## config.mk

```make
export PLATFORM = sky130hd
export DESIGN_NAME = mem_arbiter_flat
export DESIGN_NICKNAME = d
export VERILOG_FILES = /design/src/rtl/mem_arbiter_if.sv /design/src/rtl/mem_arbiter.sv /design/src/flat_wrapper.sv
export SDC_FILE = /design/constraint.sdc
export NUM_CORES = 1
export LEC_CHECK = 0
export CAP_MARGIN = 20
export CORE_UTILIZATION = 35
export CTS_CLUSTER_DIAMETER = 40
export DETAILED_ROUTE_END_ITERATION = 7
export PLACE_DENSITY = 0.81
export SYNTH_ARGS = -nofsm -noshare
export SYNTH_HDL_FRONTEND = slang
export SYNTH_SLANG_ARGS = --single-unit
```

## constraint.sdc

```tcl
create_clock -name clk -period 3.9 [get_ports clk]
set_input_delay 0.78 -clock clk [delete_from_list [all_inputs] [get_ports clk]]
set_output_delay 0.78 -clock clk [all_outputs]
set_load 0.01 [all_outputs]
```

## src/rtl/mem_arbiter_if.sv

```systemverilog
// rtl/mem_arbiter_if.sv - cache request/response and main-memory bus bundle for mem_arbiter
interface mem_arbiter_if #(
  parameter int ADDR_W = 32,
  parameter int DATA_W = 32
);
  logic              d_read;
  logic              d_write;
  logic [ADDR_W-1:0] d_addr;
  logic [DATA_W-1:0] d_wdata;
  logic [DATA_W-1:0] d_rdata;
  logic              d_ready;
  logic              i_read;
  logic              i_write;
  logic [ADDR_W-1:0] i_addr;
  logic [DATA_W-1:0] i_wdata;
  logic [DATA_W-1:0] i_rdata;
  logic              i_ready;
  logic              mem_read;
  logic              mem_write;
  logic [ADDR_W-1:0] mem_addr;
  logic [DATA_W-1:0] mem_wdata;
  logic [DATA_W-1:0] mem_rdata;
  logic              mem_ready;
  logic              err;

  // Arbiter side: takes cache requests and memory completions, drives everything else
  modport master (
    input  d_read, d_write, d_addr, d_wdata,
    output d_rdata, d_ready,
    input  i_read, i_write, i_addr, i_wdata,
    output i_rdata, i_ready,
    output mem_read, mem_write, mem_addr, mem_wdata,
    input  mem_rdata, mem_ready,
    output err
  );

  // Environment side: caches and main memory
  modport slave (
    output d_read, d_write, d_addr, d_wdata,
    input  d_rdata, d_ready,
    output i_read, i_write, i_addr, i_wdata,
    input  i_rdata, i_ready,
    input  mem_read, mem_write, mem_addr, mem_wdata,
    output mem_rdata, mem_ready,
    input  err
  );
endinterface

```

## src/rtl/mem_arbiter.sv

```systemverilog
// rtl/mem_arbiter.sv - serialising data/instruction cache arbiter in front of main memory
module mem_arbiter #(
  parameter int ADDR_W   = 32,
  parameter int DATA_W   = 32,
  parameter int FAIRNESS = 4,
  parameter int TIMEOUT  = 255
) (
  input  logic          clk,
  input  logic          reset,
  mem_arbiter_if.master bus
);

  localparam logic [1:0] ST_IDLE = 2'd0;
  localparam logic [1:0] ST_BUSY = 2'd1;
  localparam logic [1:0] ST_DONE = 2'd2;

  localparam logic [3:0] FAIR_L  = 4'(FAIRNESS);
  localparam logic [9:0] TO_LAST = 10'(TIMEOUT - 1);

  logic [1:0]        r_state;
  logic              r_gnt;    // arbitration decided, memory outputs load on the next edge
  logic              r_owner;  // 0 = data cache, 1 = instruction cache
  logic [3:0]        r_fcnt;
  logic [9:0]        r_wcnt;
  logic              r_mem_read;
  logic              r_mem_write;
  logic [ADDR_W-1:0] r_mem_addr;
  logic [DATA_W-1:0] r_mem_wdata;
  logic [DATA_W-1:0] r_d_rdata;
  logic [DATA_W-1:0] r_i_rdata;
  logic              r_d_ready;
  logic              r_i_ready;
  logic              r_err;

  logic              w_d_pend;
  logic              w_i_pend;
  logic              w_pick_i;
  logic              w_sel_read;
  logic              w_sel_write;
  logic [ADDR_W-1:0] w_sel_addr;
  logic [DATA_W-1:0] w_sel_wdata;

  assign w_d_pend = bus.d_read | bus.d_write;
  assign w_i_pend = bus.i_read | bus.i_write;
  // Data wins unless the instruction side has waited through FAIRNESS data grants
  assign w_pick_i = w_i_pend & (~w_d_pend | (r_fcnt >= FAIR_L));

  assign w_sel_read  = r_owner ? bus.i_read  : bus.d_read;
  assign w_sel_write = r_owner ? bus.i_write : bus.d_write;
  assign w_sel_addr  = r_owner ? bus.i_addr  : bus.d_addr;
  assign w_sel_wdata = r_owner ? bus.i_wdata : bus.d_wdata;

  // Arbitration, memory sequencing, watchdog and response registers
  always_ff @(posedge clk) begin
    if (!reset) begin
      r_state     <= ST_IDLE;
      r_gnt       <= 1'b0;
      r_owner     <= 1'b0;
      r_fcnt      <= '0;
      r_wcnt      <= '0;
      r_mem_read  <= 1'b0;
      r_mem_write <= 1'b0;
      r_mem_addr  <= '0;
      r_mem_wdata <= '0;
      r_d_rdata   <= '0;
      r_i_rdata   <= '0;
      r_d_ready   <= 1'b0;
      r_i_ready   <= 1'b0;
      r_err       <= 1'b0;
    end else begin
      r_d_ready <= 1'b0;
      r_i_ready <= 1'b0;
      case (r_state)
        ST_IDLE: begin
          if (r_gnt) begin
            r_gnt       <= 1'b0;
            r_mem_addr  <= w_sel_addr;
            r_mem_wdata <= w_sel_wdata;
            r_mem_write <= w_sel_write;
            r_mem_read  <= w_sel_read & ~w_sel_write;
            r_wcnt      <= '0;
            r_state     <= ST_BUSY;
          end else if (w_d_pend | w_i_pend) begin
            r_gnt   <= 1'b1;
            r_owner <= w_pick_i;
            if (w_pick_i || !w_i_pend) begin
              r_fcnt <= '0;
            end else if (r_fcnt != 4'hF) begin
              r_fcnt <= r_fcnt + 4'd1;
            end
          end
        end
        ST_BUSY: begin
          if (bus.mem_ready) begin
            if (r_mem_read) begin
              if (r_owner) r_i_rdata <= bus.mem_rdata;
              else         r_d_rdata <= bus.mem_rdata;
            end
            r_d_ready   <= ~r_owner;
            r_i_ready   <= r_owner;
            r_mem_read  <= 1'b0;
            r_mem_write <= 1'b0;
            r_state     <= ST_DONE;
          end else if (r_wcnt == TO_LAST) begin
            if (r_owner) r_i_rdata <= '1;
            else         r_d_rdata <= '1;
            r_err       <= 1'b1;
            r_d_ready   <= ~r_owner;
            r_i_ready   <= r_owner;
            r_mem_read  <= 1'b0;
            r_mem_write <= 1'b0;
            r_state     <= ST_DONE;
          end else begin
            r_wcnt <= r_wcnt + 10'd1;
          end
        end
        ST_DONE: r_state <= ST_IDLE;
        default: r_state <= ST_IDLE;
      endcase
    end
  end

  assign bus.mem_read  = r_mem_read;
  assign bus.mem_write = r_mem_write;
  assign bus.mem_addr  = r_mem_addr;
  assign bus.mem_wdata = r_mem_wdata;
  assign bus.d_rdata   = r_d_rdata;
  assign bus.d_ready   = r_d_ready;
  assign bus.i_rdata   = r_i_rdata;
  assign bus.i_ready   = r_i_ready;
  assign bus.err       = r_err;

endmodule

```

## src/flat_wrapper.sv

```systemverilog
// flat-port wrapper written by rule: the top's interface ports become plain ports
module mem_arbiter_flat 
#(
  parameter int ADDR_W   = 32,
  parameter int DATA_W   = 32,
  parameter int FAIRNESS = 4,
  parameter int TIMEOUT  = 255
)
  (clk, reset, bus_d_read, bus_d_write, bus_d_addr, bus_d_wdata, bus_d_rdata, bus_d_ready, bus_i_read, bus_i_write, bus_i_addr, bus_i_wdata, bus_i_rdata, bus_i_ready, bus_mem_read, bus_mem_write, bus_mem_addr, bus_mem_wdata, bus_mem_rdata, bus_mem_ready, bus_err);
  mem_arbiter_if #(.ADDR_W(ADDR_W), .DATA_W(DATA_W)) bus_i ();
  input  logic clk;
  input  logic reset;
  input wire logic [$bits(bus_i.d_read)-1:0] bus_d_read;
  input wire logic [$bits(bus_i.d_write)-1:0] bus_d_write;
  input wire logic [$bits(bus_i.d_addr)-1:0] bus_d_addr;
  input wire logic [$bits(bus_i.d_wdata)-1:0] bus_d_wdata;
  output wire logic [$bits(bus_i.d_rdata)-1:0] bus_d_rdata;
  output wire logic [$bits(bus_i.d_ready)-1:0] bus_d_ready;
  input wire logic [$bits(bus_i.i_read)-1:0] bus_i_read;
  input wire logic [$bits(bus_i.i_write)-1:0] bus_i_write;
  input wire logic [$bits(bus_i.i_addr)-1:0] bus_i_addr;
  input wire logic [$bits(bus_i.i_wdata)-1:0] bus_i_wdata;
  output wire logic [$bits(bus_i.i_rdata)-1:0] bus_i_rdata;
  output wire logic [$bits(bus_i.i_ready)-1:0] bus_i_ready;
  output wire logic [$bits(bus_i.mem_read)-1:0] bus_mem_read;
  output wire logic [$bits(bus_i.mem_write)-1:0] bus_mem_write;
  output wire logic [$bits(bus_i.mem_addr)-1:0] bus_mem_addr;
  output wire logic [$bits(bus_i.mem_wdata)-1:0] bus_mem_wdata;
  input wire logic [$bits(bus_i.mem_rdata)-1:0] bus_mem_rdata;
  input wire logic [$bits(bus_i.mem_ready)-1:0] bus_mem_ready;
  output wire logic [$bits(bus_i.err)-1:0] bus_err;
  assign bus_i.d_read = bus_d_read;
  assign bus_i.d_write = bus_d_write;
  assign bus_i.d_addr = bus_d_addr;
  assign bus_i.d_wdata = bus_d_wdata;
  assign bus_d_rdata = bus_i.d_rdata;
  assign bus_d_ready = bus_i.d_ready;
  assign bus_i.i_read = bus_i_read;
  assign bus_i.i_write = bus_i_write;
  assign bus_i.i_addr = bus_i_addr;
  assign bus_i.i_wdata = bus_i_wdata;
  assign bus_i_rdata = bus_i.i_rdata;
  assign bus_i_ready = bus_i.i_ready;
  assign bus_mem_read = bus_i.mem_read;
  assign bus_mem_write = bus_i.mem_write;
  assign bus_mem_addr = bus_i.mem_addr;
  assign bus_mem_wdata = bus_i.mem_wdata;
  assign bus_i.mem_rdata = bus_mem_rdata;
  assign bus_i.mem_ready = bus_mem_ready;
  assign bus_err = bus_i.err;
  mem_arbiter #(.ADDR_W(ADDR_W), .DATA_W(DATA_W), .FAIRNESS(FAIRNESS), .TIMEOUT(TIMEOUT)) u_core (.clk(clk), .reset(reset), .bus(bus_i));
endmodule
```

==> impl_metrics.csv <==
group,metric,value,unit
critical_path,cp.required,4.18,ns
clocking,h-tree-depth,4,
placed_design,io_buffers,299,
critical_path,criticalPathCategory,"reg2reg",
global_route,grt_max_degree,75,
floorplanning,dieArea,19800,um2
clocking,clk_pin_slew,0.07,ns
floorplanning,start_util,35.8,%
final_layout,nFillCells,1670,
global_route,overflow,0,
detailed_routing,routed_via_density,5.10,
synth,yosysWarningCount,0,
sta,skew,0.00895,ns
synth,ys_ff_latch,151,
global_route,grtUsageTotal,21.4,%
global_route,grt_pass1_vias,5865,
detailed_routing,avgRoutedWirePerCell,17.6,um
pwr,irDropWorstVdd,0.300,mV
floorplanning,die_x,141,um
synth,synth_cell_types,54,
detailed_routing,totalWireLength,21500,um
clocking,cts-root-buf,"clkbuf_16",
clocking,cts_tree,"done",
sta,finalSetupViolations,0,
critical_path,cpMaxStageDelayCell,"dfxtp_1",
floorplanning,ios,300,
critical_path,arrival,2.73,ns
global_route,antenna_found_initial,3,
pwr,power,4.20,mW
clocking,cts_hold_repair.buffers,0,
worst_hold_path,hp-class,"reg2reg",
detailed_routing,drtPass1Iterations,4,
floorplanning,die_h,141,um
synth,synth_edf_count,0,
sta,rsz0062_at_grt,"false",
synth,synth-async-reset-ratio,0,%
floorplanning,fp.coreArea,18800,um2
placed_design,hpwl,15700,um
placed_design,gp_congestion,0.873,
synth,seq_area_frac_synth,44.9,%
detailed_routing,drtAntennaViolNets,0,
pwr,p_leak,3.40,nW
job,maxCapViolations,0,
clocking,clk_path_buf_depth,2,
critical_path,crit_path_cell_trace,"and2b_2, nand2b_2, o21bai_4, buf_4, a21oi_1",
final_layout,syn2layout_area_growth,54.3,%
global_route,grt_pass1_wl,32800,um
critical_path,start_kind,"register",
outcome,status,"completed",
critical_path,cpPeakStageDelay,0.53,ns
synth,syn_nets,874,
pwr,p_per_area,405,nW/um2
detailed_routing,drt-initial-drc-count,334,
sta,hold_violations,0,
clocking,numCtsBuffers,17,
final_layout,final_cell_mix,"298 x clkdlybuf4s50_1, 150 x dfxtp_1, 75 x nor2_1, 68 x inv_1",
final_layout,nets,1145,
sta,finalCritPeriodShare,63.0,%
critical_path,end_kind,"register",
clocking,cts_sinks,151,
synth,synth_top_flop_cell,"dfxtp_1",
sta,slew_headroom,43.1,%
detailed_routing,route.detailed.drc,0,
sta,tns,0,ns
synth,synth_area_per_cell,9.56,um2
final_layout,final_common_cell,"clkdlybuf4s50_1",
clocking,post_cts_buffers,0,
critical_path,crit_fanout,33,
clocking,insertion_delay,0.41,ns
sta,finalCriticalPeriod,2.46,ns
floorplanning,num_rows,50,
final_layout,multiInputGateArea,3140,um2
final_layout,seq_area,3030,um2
placed_design,dp_cells,1189,
final_layout,layoutNonFillerInstCount,1219,
synth,synth_cells,704,
detailed_routing,vias,6217,
clocking,ctsResizeCount,0,
sta,fmax,407,MHz
synth,syn_area,6730,um2
sta,tightest_slew,0.842,ns
sta,drv_slew,0,
final_layout,drive_above_1_share,12.2,%
==> per-layer routing <==
layer	GRT usage, %	wire length [um]
met1	25.5	9010
met2	35.7	9980
met3	7.74	2070
met4	7.09	412
met5	0	18
==> worst max-delay path, delay by kind of cell, from the launching register on <==
| kind | cells | cell delay (ns) |
|---|---|---|
| and+or+nand+nor | 2 | 0.84 |
| DFF | 1 | 0.53 |
| buffers and inverters | 1 | 0.43 |
| AOI/OAI and AO/OA | 2 | 0.51 |
==> area by class of cell <==
type                       instances  area share, %
multi-input combinational        424           30.3
tap                              234           2.82
timing repair buffer             312           29.9
antenna                            1         0.0241
inverter                          69           2.49
clock buffer                      18           4.13
clock inverter                    10           1.20
sequential                       151           29.1
==> cell usage after synthesis (2+ instances only) <==
master,n,area [um2]
clkbuf_1,28,105
a31oi_1,2,12.5
o22ai_1,2,12.5
nand4b_1,2,17.5
o21a_1,2,15.0
dfxtp_1,151,3020
and2_1,2,12.5
o21ai_0,3,15.0
nand3_1,7,35.0
a211oi_1,65,488
a31o_2,2,17.5
a21oi_2,60,526
nor3b_2,2,25.0
o21bai_4,2,37.5
nor3b_1,2,15.0
a21oi_1,18,90.1
o31a_1,2,17.5
o32ai_1,2,17.5
ha_1,3,37.5
nand2_1,11,41.3
o31ai_1,65,488
nor3_1,5,25.0
nor2_1,75,282
buf_6,6,67.6
nand2b_1,2,12.5
inv_1,68,255
and3_1,2,12.5
buf_2,22,110
clkbuf_2,2,10.0
mux2i_1,65,651
==> logic make-up (layout without fill, tap and decap cells) <==
logic type | after synthesis | in the layout | share of synthesized area [%]
AOI/OAI and AO/OA | 233 | 233 | 27.1
adders and majority gates | 3 | 3 | 0.558
buffers and inverters | 129 | 409 | 8.48
DFF | 151 | 151 | 44.9
muxes | 65 | 65 | 9.67
other | 0 | 1 | 0
and+or+nand+nor | 123 | 123 | 9.30
==> final timing paths <==
kind	start	to	slack, ns	depth (start not counted)
max	u_core.r_state[1]	u_core.bus.d_rdata[0]	1.44	5
min	u_core.bus.i_rdata[15]	u_core.bus.i_rdata[15]	0.45	2
max reg2reg	u_core.r_state[1]	u_core.bus.d_rdata[0]	1.44	5
min reg2reg	u_core.bus.i_rdata[15]	u_core.bus.i_rdata[15]	0.45	2
==> through the flow <==
stage	worst slack [ns]	hold WS [ns]	instance area, um2	util, %
6_report	1.44	0.452	10400	55.3
2_1_floorplan	1.94	0.449	6730	-
4_1_cts	1.42	0.452	10400	55.2
3_5_place_dp	1.11	0.438	9810	52.3
5_1_grt	1.31	0.467	10400	55.3
3_3_place_gp	1.17	0.438	9810	52.3
==> flip-flops by register name, indices dropped and copies added (netlist names) <==
name / flops
u_core.r_fcnt: 4
u_core.bus.d_ready: 1
u_core.r_gnt: 1
u_core.bus.i_rdata: 32
u_core.bus.mem_read: 1
u_core.bus.mem_wdata: 32
u_core.bus.d_rdata: 32
u_core.bus.i_ready: 1
u_core.r_state: 2
u_core.r_owner: 1
u_core.bus.err: 1
u_core.r_wcnt: 10
u_core.bus.mem_addr: 32
u_core.bus.mem_write: 1
==> where the power goes <==
group          internal, mW  switching, mW  leakage [nW]
Combinational         0.478          0.415          1.90
Sequential             1.65         0.0688          1.23
Clock                 0.936          0.651         0.269
Total                  3.07           1.13          3.40
Note: power is estimated with default switching activity, not from simulation.
